File: src/rtl/mips_multicycle_control_if.sv
`default_nettype none
// ============================================================================
// Module      : mips_multicycle_control_if
// Description : Bundle between the multicycle MIPS control FSM and its
//               datapath. Carries the opcode and memory-ready handshake
//               into the controller, and all datapath selects, write
//               enables, status pulses and the debug state back out.
//               master : control FSM side (drives the controls)
//               slave  : datapath side (drives Op and mem_ready)
// Revision    : 1.0  initial release
// ============================================================================
interface mips_multicycle_control_if #(
    parameter int STATE_W = 4
);
    logic [5:0]         Op;
    logic               mem_ready;
    logic               PCWrite;
    logic               PCWriteCond;
    logic               IorD;
    logic               MemRead;
    logic               MemWrite;
    logic               MemtoReg;
    logic               IRWrite;
    logic [1:0]         PCSource;
    logic [1:0]         ALUOp;
    logic               ALUSrcA;
    logic [1:0]         ALUSrcB;
    logic               RegWrite;
    logic               RegDst;
    logic               illegal_op;
    logic               mem_timeout;
    logic [STATE_W-1:0] state;

    modport master (
        input  Op, mem_ready,
        output PCWrite, PCWriteCond, IorD, MemRead, MemWrite, MemtoReg,
               IRWrite, PCSource, ALUOp, ALUSrcA, ALUSrcB, RegWrite,
               RegDst, illegal_op, mem_timeout, state
    );

    modport slave (
        output Op, mem_ready,
        input  PCWrite, PCWriteCond, IorD, MemRead, MemWrite, MemtoReg,
               IRWrite, PCSource, ALUOp, ALUSrcA, ALUSrcB, RegWrite,
               RegDst, illegal_op, mem_timeout, state
    );
endinterface
`default_nettype wire

File: src/rtl/mips_multicycle_control.sv
`default_nettype none
// ============================================================================
// Module      : mips_multicycle_control
// Description : Main control FSM for the multicycle MIPS datapath. Steps
//               fetch / decode / execute / memory / writeback from the IR
//               opcode and stalls on a single-port memory ready handshake,
//               optionally aborting after WAIT_LIMIT not-ready cycles.
// Ports       : clk    - system clock, rising edge
//               rst_n  - asynchronous active-low reset
//               bus    - master modport: Op/mem_ready in; mux selects,
//                        write enables, ALUOp, illegal_op, mem_timeout and
//                        debug state out
// Parameters  : WAIT_LIMIT - max consecutive not-ready memory cycles before
//                            abort (0 = wait forever)
//               STATE_W    - width of the state encoding / debug port
// Revision    : 1.0  initial release
// ============================================================================
module mips_multicycle_control #(
    parameter int WAIT_LIMIT = 0,
    parameter int STATE_W    = 4
) (
    input  wire logic                   clk,
    input  wire logic                   rst_n,
    mips_multicycle_control_if.master   bus
);

    typedef enum logic [STATE_W-1:0] {
        ST_FETCH    = STATE_W'(0),
        ST_DECODE   = STATE_W'(1),
        ST_MEMADR   = STATE_W'(2),
        ST_MEMRD    = STATE_W'(3),
        ST_MEMWB    = STATE_W'(4),
        ST_MEMWR    = STATE_W'(5),
        ST_EXEC     = STATE_W'(6),
        ST_ALUWB    = STATE_W'(7),
        ST_BRANCH   = STATE_W'(8),
        ST_JUMP     = STATE_W'(9),
        ST_ADDIEXEC = STATE_W'(10),
        ST_ADDIWB   = STATE_W'(11),
        ST_TRAP     = STATE_W'(12)
    } state_t;

    localparam logic [5:0] c_op_rtype = 6'b000000;
    localparam logic [5:0] c_op_lw    = 6'b100011;
    localparam logic [5:0] c_op_sw    = 6'b101011;
    localparam logic [5:0] c_op_beq   = 6'b000100;
    localparam logic [5:0] c_op_j     = 6'b000010;
    localparam logic [5:0] c_op_addi  = 6'b001000;

    // Counter only needs to reach WAIT_LIMIT-1.
    localparam int              CNT_W        = (WAIT_LIMIT > 1) ? $clog2(WAIT_LIMIT) : 1;
    localparam logic            c_timeout_en = (WAIT_LIMIT > 0);
    localparam logic [CNT_W-1:0] c_cnt_last  = CNT_W'((WAIT_LIMIT > 0) ? (WAIT_LIMIT - 1) : 0);

    state_t             r_state;
    logic [CNT_W-1:0]   r_cnt;
    logic               r_mem_timeout;

    state_t             w_next;
    logic [CNT_W-1:0]   w_cnt_next;
    logic               w_abort;
    logic               w_mem_state;

    // ------------------------------------------------------------------
    // Next-state and wait-counter logic
    // ------------------------------------------------------------------
    always_comb begin
        w_next      = r_state;
        w_cnt_next  = '0;
        w_abort     = 1'b0;
        w_mem_state = (r_state == ST_FETCH) || (r_state == ST_MEMRD) ||
                      (r_state == ST_MEMWR);

        case (r_state)
            ST_FETCH:    if (bus.mem_ready) w_next = ST_DECODE;
            ST_DECODE: begin
                case (bus.Op)
                    c_op_lw, c_op_sw: w_next = ST_MEMADR;
                    c_op_rtype:       w_next = ST_EXEC;
                    c_op_beq:         w_next = ST_BRANCH;
                    c_op_j:           w_next = ST_JUMP;
                    c_op_addi:        w_next = ST_ADDIEXEC;
                    default:          w_next = ST_TRAP;
                endcase
            end
            // Only lw/sw reach here, so anything that is not lw is a store.
            ST_MEMADR:   w_next = (bus.Op == c_op_lw) ? ST_MEMRD : ST_MEMWR;
            ST_MEMRD:    if (bus.mem_ready) w_next = ST_MEMWB;
            ST_MEMWB:    w_next = ST_FETCH;
            ST_MEMWR:    if (bus.mem_ready) w_next = ST_FETCH;
            ST_EXEC:     w_next = ST_ALUWB;
            ST_ALUWB:    w_next = ST_FETCH;
            ST_BRANCH:   w_next = ST_FETCH;
            ST_JUMP:     w_next = ST_FETCH;
            ST_ADDIEXEC: w_next = ST_ADDIWB;
            ST_ADDIWB:   w_next = ST_FETCH;
            ST_TRAP:     w_next = ST_FETCH;
            default:     w_next = ST_FETCH;
        endcase

        // A stalled memory state never changes state on its own, so the
        // counter only advances while sitting in one; every other path
        // (ready, state change) leaves it at the cleared default.
        if (c_timeout_en && w_mem_state && !bus.mem_ready) begin
            if (r_cnt == c_cnt_last) begin
                w_abort = 1'b1;
                w_next  = ST_FETCH;
            end else begin
                w_cnt_next = r_cnt + 1'b1;
            end
        end
    end

    always_ff @(posedge clk or negedge rst_n) begin
        if (!rst_n) begin
            r_state       <= ST_FETCH;
            r_cnt         <= '0;
            r_mem_timeout <= 1'b0;
        end else begin
            r_state       <= w_next;
            r_cnt         <= w_cnt_next;
            r_mem_timeout <= w_abort;
        end
    end

    // ------------------------------------------------------------------
    // Output decode (Moore, except the FETCH-cycle IR/PC loads which wait
    // for the instruction word to actually arrive)
    // ------------------------------------------------------------------
    always_comb begin
        bus.PCWrite     = 1'b0;
        bus.PCWriteCond = 1'b0;
        bus.IorD        = 1'b0;
        bus.MemRead     = 1'b0;
        bus.MemWrite    = 1'b0;
        bus.MemtoReg    = 1'b0;
        bus.IRWrite     = 1'b0;
        bus.PCSource    = 2'b00;
        bus.ALUOp       = 2'b00;
        bus.ALUSrcA     = 1'b0;
        bus.ALUSrcB     = 2'b00;
        bus.RegWrite    = 1'b0;
        bus.RegDst      = 1'b0;
        bus.illegal_op  = 1'b0;

        case (r_state)
            ST_FETCH: begin
                bus.MemRead = 1'b1;
                bus.ALUSrcB = 2'b01;
                bus.IRWrite = bus.mem_ready;
                bus.PCWrite = bus.mem_ready;
            end
            ST_DECODE: begin
                bus.ALUSrcB = 2'b11;
            end
            ST_MEMADR, ST_ADDIEXEC: begin
                bus.ALUSrcA = 1'b1;
                bus.ALUSrcB = 2'b10;
            end
            ST_MEMRD: begin
                bus.MemRead = 1'b1;
                bus.IorD    = 1'b1;
            end
            ST_MEMWB: begin
                bus.RegWrite = 1'b1;
                bus.MemtoReg = 1'b1;
            end
            ST_MEMWR: begin
                bus.MemWrite = 1'b1;
                bus.IorD     = 1'b1;
            end
            ST_EXEC: begin
                bus.ALUSrcA = 1'b1;
                bus.ALUOp   = 2'b10;
            end
            ST_ALUWB: begin
                bus.RegWrite = 1'b1;
                bus.RegDst   = 1'b1;
            end
            ST_BRANCH: begin
                bus.ALUSrcA     = 1'b1;
                bus.ALUOp       = 2'b01;
                bus.PCWriteCond = 1'b1;
                bus.PCSource    = 2'b01;
            end
            ST_JUMP: begin
                bus.PCWrite  = 1'b1;
                bus.PCSource = 2'b10;
            end
            ST_ADDIWB: begin
                bus.RegWrite = 1'b1;
            end
            ST_TRAP: begin
                bus.illegal_op = 1'b1;
            end
            default: begin
            end
        endcase
    end

    assign bus.mem_timeout = r_mem_timeout;
    assign bus.state       = r_state;

endmodule
`default_nettype wire

File: src/flat_wrapper.sv
// flat-port wrapper written by rule: the top's interface ports become plain ports
module mips_multicycle_control_flat 
#(
    parameter int WAIT_LIMIT = 0,
    parameter int STATE_W    = 4
)
  (clk, rst_n, bus_Op, bus_mem_ready, bus_PCWrite, bus_PCWriteCond, bus_IorD, bus_MemRead, bus_MemWrite, bus_MemtoReg, bus_IRWrite, bus_PCSource, bus_ALUOp, bus_ALUSrcA, bus_ALUSrcB, bus_RegWrite, bus_RegDst, bus_illegal_op, bus_mem_timeout, bus_state);
  mips_multicycle_control_if #(.STATE_W(STATE_W)) bus_i ();
  input  wire logic clk;
  input  wire logic rst_n;
  input wire logic [$bits(bus_i.Op)-1:0] bus_Op;
  input wire logic [$bits(bus_i.mem_ready)-1:0] bus_mem_ready;
  output wire logic [$bits(bus_i.PCWrite)-1:0] bus_PCWrite;
  output wire logic [$bits(bus_i.PCWriteCond)-1:0] bus_PCWriteCond;
  output wire logic [$bits(bus_i.IorD)-1:0] bus_IorD;
  output wire logic [$bits(bus_i.MemRead)-1:0] bus_MemRead;
  output wire logic [$bits(bus_i.MemWrite)-1:0] bus_MemWrite;
  output wire logic [$bits(bus_i.MemtoReg)-1:0] bus_MemtoReg;
  output wire logic [$bits(bus_i.IRWrite)-1:0] bus_IRWrite;
  output wire logic [$bits(bus_i.PCSource)-1:0] bus_PCSource;
  output wire logic [$bits(bus_i.ALUOp)-1:0] bus_ALUOp;
  output wire logic [$bits(bus_i.ALUSrcA)-1:0] bus_ALUSrcA;
  output wire logic [$bits(bus_i.ALUSrcB)-1:0] bus_ALUSrcB;
  output wire logic [$bits(bus_i.RegWrite)-1:0] bus_RegWrite;
  output wire logic [$bits(bus_i.RegDst)-1:0] bus_RegDst;
  output wire logic [$bits(bus_i.illegal_op)-1:0] bus_illegal_op;
  output wire logic [$bits(bus_i.mem_timeout)-1:0] bus_mem_timeout;
  output wire logic [$bits(bus_i.state)-1:0] bus_state;
  assign bus_i.Op = bus_Op;
  assign bus_i.mem_ready = bus_mem_ready;
  assign bus_PCWrite = bus_i.PCWrite;
  assign bus_PCWriteCond = bus_i.PCWriteCond;
  assign bus_IorD = bus_i.IorD;
  assign bus_MemRead = bus_i.MemRead;
  assign bus_MemWrite = bus_i.MemWrite;
  assign bus_MemtoReg = bus_i.MemtoReg;
  assign bus_IRWrite = bus_i.IRWrite;
  assign bus_PCSource = bus_i.PCSource;
  assign bus_ALUOp = bus_i.ALUOp;
  assign bus_ALUSrcA = bus_i.ALUSrcA;
  assign bus_ALUSrcB = bus_i.ALUSrcB;
  assign bus_RegWrite = bus_i.RegWrite;
  assign bus_RegDst = bus_i.RegDst;
  assign bus_illegal_op = bus_i.illegal_op;
  assign bus_mem_timeout = bus_i.mem_timeout;
  assign bus_state = bus_i.state;
  mips_multicycle_control #(.WAIT_LIMIT(WAIT_LIMIT), .STATE_W(STATE_W)) u_core (.clk(clk), .rst_n(rst_n), .bus(bus_i));
endmodule
File: config.mk
export PLATFORM = sky130hd
export DESIGN_NAME = mips_multicycle_control_flat
export DESIGN_NICKNAME = d
export VERILOG_FILES = /design/src/rtl/mips_multicycle_control_if.sv /design/src/rtl/mips_multicycle_control.sv /design/src/flat_wrapper.sv
export SDC_FILE = /design/constraint.sdc
export NUM_CORES = 1
export LEC_CHECK = 0
export ABC_CLOCK_PERIOD_IN_PS = 1600
export CORE_UTILIZATION = 36
export CTS_CLUSTER_SIZE = 25
export DETAILED_ROUTE_END_ITERATION = 7
export PLACE_DENSITY = 0.77
export SETUP_SLACK_MARGIN = 0.1
export SYNTH_ARGS = -nofsm -noshare
export SYNTH_HDL_FRONTEND = slang
export SYNTH_SLANG_ARGS = --single-unit
export TNS_END_PERCENT = 20
File: constraint.sdc
create_clock -name clk -period 1.6 [get_ports clk]
set_input_delay 0.16 -clock clk [delete_from_list [all_inputs] [get_ports clk]]
set_output_delay 0.16 -clock clk [all_outputs]
set_load 0.05 [all_outputs]
==> metrics.md, run 1 <==
| Metric | Value |
|---|---|
| Synth area leader | `dfrtp_1` |
| Commonest cells in the netlist | `16 x nor2_1, 7 x nand2_1, 6 x nor3_1` |
| Most frequent cell after synthesis | `nor2_1` |
| Synth async-reset ratio | `1.00` |
| Syn Nets | `91` |
| Post-synth EDFFs | `0` |
| RD Place Congestion | `0.876` |
| Top post-synthesis cells by area | `dfrtp_1 19%, nor2_1 11%, nor3_1 5.6%, nand2_1 4.9%, nand2b_1 4.7%` |
| Status | `aborted with a tool error` |
| Mean post-synth cell area | `between 6 and 7 sq um` |
| Row cnt | `13` |
| Ys Warns | `0` |
| Die H | `40.5 um` |
| Synth unique cells | `35` |
| Chip Width | `40.5 um` |
| Initial Utilization | `0.401` |
| Cells after Synth | `82` |
| Stop err | `[ERROR DPL-0033] detailed placement checks failed during check placement.` |
| Synth Flop Type | `dfrtp_1` |
| Register area share after synthesis | `0.187` |
| Synthesized flop and latch total | `4` |
| I/O pin total | `31` |
| Port bufs | `29` |
| Mapped Area | `534 sq um` |
| Top-area cell type share of the netlist area | `0.187` |
| Post-DP HPWL | `2.77 mm` |
| Last stage | `detailed placement (3_5_place_dp)` |
-- cells by family after synthesis --
family | count (synthesis) | share of synthesized area
buffers and inverters | 10 | 0.0866
XOR/XNOR | 2 | 0.0328
other | 1 | 0.00702
AO/OA/AOI/OAI | 18 | 0.239
flip-flops | 4 | 0.187
AND/OR/NAND/NOR | 47 | 0.447
-- through the flow --
stage | TNS, ns | hold slack [ns]
3_3_place_gp | -0.738 | 0.368
2_1_floorplan | -1.54 | -0.136
==> run 2: changes to the inputs <==
--- a/config.mk
+++ b/config.mk
@@ -6,11 +6,10 @@
 export NUM_CORES = 1
 export LEC_CHECK = 0
 export ABC_CLOCK_PERIOD_IN_PS = 1600
-export CORE_UTILIZATION = 36
-export CTS_CLUSTER_SIZE = 25
+export CORE_AREA = 2 2 63 65
 export DETAILED_ROUTE_END_ITERATION = 7
-export PLACE_DENSITY = 0.77
-export SETUP_SLACK_MARGIN = 0.1
+export DIE_AREA = 0 0 65 67
+export PLACE_DENSITY_LB_ADDON = 0.15
 export SYNTH_ARGS = -nofsm -noshare
 export SYNTH_HDL_FRONTEND = slang
 export SYNTH_SLANG_ARGS = --single-unit
==> run 2 against run 1 <==
  * The flow now finishes without violations
  * Synthesized area stayed put
  * Synthesized cell count stayed put
==> metrics.md, run 2 <==
| Metric | Value |
|---|---|
| Share of layout cells above drive strength 1 | `0.676` |
| Multiplexer area fraction after synthesis | `0` |
| Row cnt | `22` |
| LEAKAGE | `about 0.67 nW` |
| Ys Warns | `0` |
| Main combinational cell family by area after synthesis | `simple AND/OR/NAND/NOR gates` |
| Die H | `67 um` |
| Syn Nets | `a little over 90` |
| I/O pin total | `31` |
| First-pass GRT wire length | `3.51 mm` |
| Post-DP HPWL | `1.68 mm` |
| Most frequent cells in the layout | `25 x buf_4, 23 x buf_12, 8 x nor2_1` |
| Synth async-reset ratio | `1.00` |
| Status | `finished clean` |
| Initial DRC count | `23` |
| Synthesized flop and latch total | `4` |
| Top-area cell type share of the netlist area | `0.187` |
| Final Hold Viols | `0` |
| Core area | `0.00361 sq mm` |
| Crit Path Max Fanout | `6` |
| Total Routing Usage GR | `0.103` |
| Max_cap viols | `0` |
| Post-Synth Adder-Cell Area | `0` |
| # diodes | `0` |
| Finished Cell Area | `0.00163 sq mm` |
| H-tree depth | `1` |
| Post-synth EDFFs | `0` |
| Mean post-synth cell area | `6.52 sq um` |
| Total wire length | `2.18 mm` |
| Synth Area in Compound Gates | `0.239` |
| Post-route DRC | `0` |
| CTS root buf | `clkbuf_8` |
| Worst-Skew Late Latency | `0.22 ns` |
| Chip Width | `65 um` |
| Hold_ws | `0.145 ns` |
| Mapped Area | `534 sq um` |
| Nets | `150` |
| Synth Flop Type | `dfrtp_1` |
| Most common cell after layout, fill and taps aside | `buf_4` |
| Synth area leader | `dfrtp_1` |
| Register area share after synthesis | `0.187` |
| Initial Utilization | `0.148` |
| Path type of the worst setup path | `flip-flop to primary output` |
| RSZ-0062 raised after global routing | `true` |
| Clk_skew | `0.00421 ns` |
| Simple-gate portion of the synthesized area | `0.447` |
| RD Place Congestion | `0.821` |
| Synth unique cells | `35` |
| CTS clk-pin slew, worst paths | `0.03 ns` |
| Power Dens Cells | `2040 mW/mm^2` |
| Die area | `around 0.0044 sq mm` |
| Xor/xnor cell area share of the yosys netlist | `0.0328` |
| Total congestion overflow | `0` |
| Startpoint Class | `flip-flop` |
| CTS sink cnt | `4` |
| Vias in the first global route | `slightly below 800` |
| CP arrival | `1.42 ns` |
| Cells after Synth | `82` |
| Cell Count, Final, Fillers Out | `187` |
| Top post-synthesis cells by area | `dfrtp_1 19%, nor2_1 11%, nor3_1 5.6%, nand2_1 4.9%, nand2b_1 4.7%` |
| Hold Crit Class | `input port to asynchronous set/reset pin` |
| Inst Count DP | `174` |
| Setup Viol. Count Final | `0` |
| Fill cells | `356` |
| Slew Viols, Final | `0` |
| Commonest cells in the netlist | `16 x nor2_1, 7 x nand2_1, 6 x nor3_1` |
| Via density per instance | `around 4.3` |
| Initial antenna violation count | `0` |
| Port bufs | `29` |
| Worst r2r src | `u_core.bus.state[0]` |
| Total CTS buffers | `3` |
| Max reg flops | `4` |
| CTS Buffer Depth | `2` |
| FMAX | `~630 MHz` |
| VDD IR max | `0.576 mV` |
| Routed len/inst | `about 12 um` |
| Cts hold-fix bufs | `0` |
| Antenna Nets Post-Route | `0` |
| Area Growth Syn to Fin | `206%` |
| DRT Pass-1 Iters | `4` |
| Final Cycle Share | `0.985` |
| Area after DPL | `0.00137 sq mm` |
| Routed vias | `810` |
| Launch point of the worst path | `u_core.bus.state[0]` |
| Crit end category | `primary output` |
| Pin count of the biggest net entering global routing | `13` |
| Most frequent cell after synthesis | `nor2_1` |
| Period minus WS final | `1.58 ns` |
| Critical Path RT | `1.44 ns` |
| CTS tree | `done` |
run 2: cell counts after synthesis:
No cell type changed its count.
run 2: per-layer routing:
layer	vias to the layer above	global-route usage	share of wire
met1	378	0.114	0.40
met5	-	0	0
met3	0	0.0304	0.071
li1	404	-	-
met2	28	0.193	0.53
met4	0	0.0239	0
run 2: cell type report:
| cell class | count | area (sq um) | area share |
|---|---|---|---|
| repair buffers | 61 | 786 | 0.481 |
| multi-input cells | 68 | 629 | 0.385 |
| flip-flops and latches | 4 | 105 | 0.0644 |
| well taps | 48 | 60.1 | 0.0368 |
| clock buffers | 3 | 41.3 | 0.0253 |
| inverters | 3 | 11.3 | 0.00690 |
run 2: kinds of logic (layout without fill, tap and decap cells):
logic type | after synthesis | count (layout)
buffers and inverters | 10 | 67
and+or+nand+nor | 47 | 47
DFF | 4 | 4
AOI/OAI and AO/OA | 18 | 18
other | 1 | 1
xor gates and xnor gates | 2 | 2
run 2: metrics by stage:
stage	worst slack, ns	setup TNS (ns)	utilization	total power [mW]
finish	0.0240	0	0.453	3.33
global route	-0.0283	-0.107	0.453	3.49
CTS	-0.0346	-0.0660	0.403	3.02
detailed placement	-0.378	-0.948	0.380	2.74
global placement	-0.337	-0.882	0.380	2.73
floorplan	-0.227	-1.54	-	1.59
run 2: critical path: stages (launching register included):
cell and delay [ns]:
dfrtp_2 0.45, buf_4 0.19, nand2_4 0.11, nor2_4 0.05, or2_4 0.25, buf_12 0.15
run 2: worst paths after layout:
check,to,cells past startpoint,slack [ns]
max in group asynchronous,u_core.bus.state[0],1,1.27
setup reg to reg,u_core.bus.state[2],6,0.06
hold / removal,u_core.bus.state[2],1,0.14
hold reg to reg,u_core.bus.state[0],2,0.74
min in group clk,u_core.bus.state[1],5,0.52
setup / recovery,bus_PCWrite,5,0.02
run 2: repair_timing:
action,4_1_cts,5_1_grt
setup buffers,1,9
setup endpoints to repair,8,11
pin swaps,7,10
resized for setup,13,23
run 2: where the power goes:
part / switching (mW) / internal, mW / total, mW
combinational: 1.45 / 1.44 / 2.89
sequential: 0.0808 / 0.143 / 0.224
clock: 0.0501 / 0.160 / 0.210
total: 1.58 / 1.75 / 3.33
Power figures use the tool's default switching activity.
==> run 3: changes to the inputs <==
--- a/config.mk
+++ b/config.mk
@@ -10,6 +10,7 @@
 export DETAILED_ROUTE_END_ITERATION = 7
 export DIE_AREA = 0 0 65 67
 export PLACE_DENSITY_LB_ADDON = 0.15
+export REMOVE_ABC_BUFFERS = 1
 export SYNTH_ARGS = -nofsm -noshare
 export SYNTH_HDL_FRONTEND = slang
 export SYNTH_SLANG_ARGS = --single-unit
==> run 3 against run 2 <==
  * Global-route usage rose by 0.11 points
  * Power shrank 8.2%
  * The run now ends with setup timing left
  * Sequential share of layout area grew 0.60 points
  * Via count decreased by 5.3%
  * Final cell count unchanged
  * Setup slack lost 0.080 ns
  * Critical path depth up 1
  * Largest power group unchanged
==> metrics.md, run 3 (synthesized netlist as in run 2, its figures left out) <==
| Metric | Value |
|---|---|
| Hold Crit Class | `input port to asynchronous set/reset pin` |
| Via density per instance | `4.10` |
| DRT Pass-1 Iters | `4` |
| Pint | `1.61 mW` |
| Launch point of the worst path | `u_core.bus.state[2]` |
| Post-route DRC | `0` |
| Initial Utilization | `0.148` |
| Critical-path top delay cell | `dfrtp_2` |
| Core area | `0.00361 sq mm` |
| Routed vias | `767` |
| LEAKAGE | `0.649 nW` |
| Largest stage delay, worst path | `0.44 ns` |
| Total congestion overflow | `0` |
| CTS Buffer Depth | `2` |
| CTS tree | `done` |
| CTS clk-pin slew, worst paths | `about 0.03 ns` |
| Path type of the worst setup path | `flip-flop to primary output` |
| # diodes | `0` |
| Initial antenna violation count | `0` |
| Period minus WS final | `approximately 1.7 ns` |
| Sequential share of power | `0.074` |
| Comb power frac | `0.857` |
| Worst r2r src | `u_core.bus.state[2]` |
| Failing checks | `setup timing` |
| Final Cycle Share | `1.04` |
| CP arrival | `1.50 ns` |
| Seq. cell area | `105 sq um` |
| Cells along the critical path | `buf_6, buf_6, xnor2_2, nor3b_2, buf_4, buf_12` |
| H-tree depth | `1` |
| I/O pin total | `31` |
| Clk_skew | `between 0.0003 and 0.0004 ns` |
| FMAX | `between 600 and 700 MHz` |
| Slew Viols, Final | `0` |
| Switch Pwr | `about 1.4 mW` |
| Max reg flops | `4` |
| CTS root buf | `clkbuf_8` |
| Total CTS buffers | `3` |
| Status | `finished, violations left` |
| Row cnt | `22` |
| Buffers and inverters on the worst path | `4` |
| Area Growth Syn to Fin | `180%` |
| Total wire length | `2.28 mm` |
| Antenna Nets Post-Route | `0` |
| R2R cell count | `6` |
| RD Place Congestion | `0.832` |
| Max_cap viols | `0` |
| Most frequent cells in the layout | `27 x buf_4, 22 x buf_12, 10 x nor2_1` |
| Power Dens Cells | `2040 mW/mm^2` |
| Chip Width | `65 um` |
| Most common cell after layout, fill and taps aside | `buf_4` |
| CP delay by family, top | `buffers and inverters` |
| Util after Layout | `0.414` |
| Worst-Skew Late Latency | `around 0.21 ns` |
| Reg2reg end | `u_core.bus.state[2]` |
| Vias in the first global route | `802` |
| Total Routing Usage GR | `0.104` |
| Fill cells | `370` |
| Hold_ws | `between 0.15 and 0.2 ns` |
| R2R setup slack | `0.03 ns` |
| Worst Slack Setup Final | `-0.0564 ns` |
| Crit end category | `primary output` |
| Die area | `about 0.0044 sq mm` |
| Pin count of the biggest net entering global routing | `12` |
| Cell Count, Final, Fillers Out | `187` |
| Startpoint Class | `flip-flop` |
| Stages on worst setup path | `6` |
| Nets | `150` |
| Crit Path Max Fanout | `5` |
| VDD IR max | `0.896 mV` |
| Initial DRC count | `24` |
| Port bufs | `29` |
| Setup Viol. Count Final | `1` |
| Post-DP HPWL | `1.76 mm` |
| First-pass GRT wire length | `3.46 mm` |
| Multi-input gate area | `513 sq um` |
| Most frequent CP cell | `buf_6` |
| Critical Path RT | `between 1 and 1.5 ns` |
| Die H | `67 um` |
| Total negative setup slack | `-0.0564 ns` |
| Routed len/inst | `12.2 um` |
| RSZ-0062 raised after global routing | `true` |
| Inst Count DP | `179` |
| Share of layout cells above drive strength 1 | `0.619` |
| Clock power frac | `0.069` |
| Final Hold Viols | `0` |
| Crit path to | `bus_IorD` |
| Sw Share | `0.474` |
| CTS sink cnt | `4` |
## run 3: metal layers
metal	routed length, um	up-vias	track usage	part of all wire
met4	0	0	0.0399	0
met1	995	359	0.113	0.44
met2	1230	8	0.201	0.54
met5	0	-	0	0
met3	53	0	0.0169	0.023
li1	-	400	-	-
## run 3: timing repair
item                                    4_1_cts  5_1_grt
gates resized for setup                      13       29
endpoints found under the setup margin       13       17
setup buffers                                 2        3
hold buffers                                  0        0
pin swaps                                     4        5
## run 3: layout make-up
type,instances,area share
clock buffers,3,0.0276
multi-input cells,68,0.343
repair buffers,61,0.511
flip-flops and latches,4,0.0704
well taps,48,0.0402
inverters,3,0.00754
## run 3: stage by stage
step	instance area, sq um	total power [mW]	setup slack [ns]
after floorplan	499	1.25	-1.70
after global placement	1260	2.50	-0.341
after detailed placement	1260	2.50	-0.414
after CTS	1340	2.79	-0.0685
after global routing	1490	3.19	-0.112
final	1490	3.05	-0.0564
## run 3: power groups by stage
stage,sequential [mW],combinational (mW),clock [mW]
after CTS,0.212,2.36,0.219
after floorplan,0.363,0.883,0
final,0.226,2.62,0.210
after global routing,0.234,2.73,0.226
after detailed placement,0.206,2.30,0
after global placement,0.207,2.29,0
## run 3: worst min path at each step
stage	to	slack, ns	cells after the start
after floorplan	u_core.bus.state[0]	-0.14	0
after global placement	u_core.bus.state[1]	0.38	1
after detailed placement	u_core.bus.state[0]	0.38	1
after CTS	u_core.bus.state[2]	0.15	1
after global routing	u_core.bus.state[3]	0.16	1
final	u_core.bus.state[3]	0.15	1
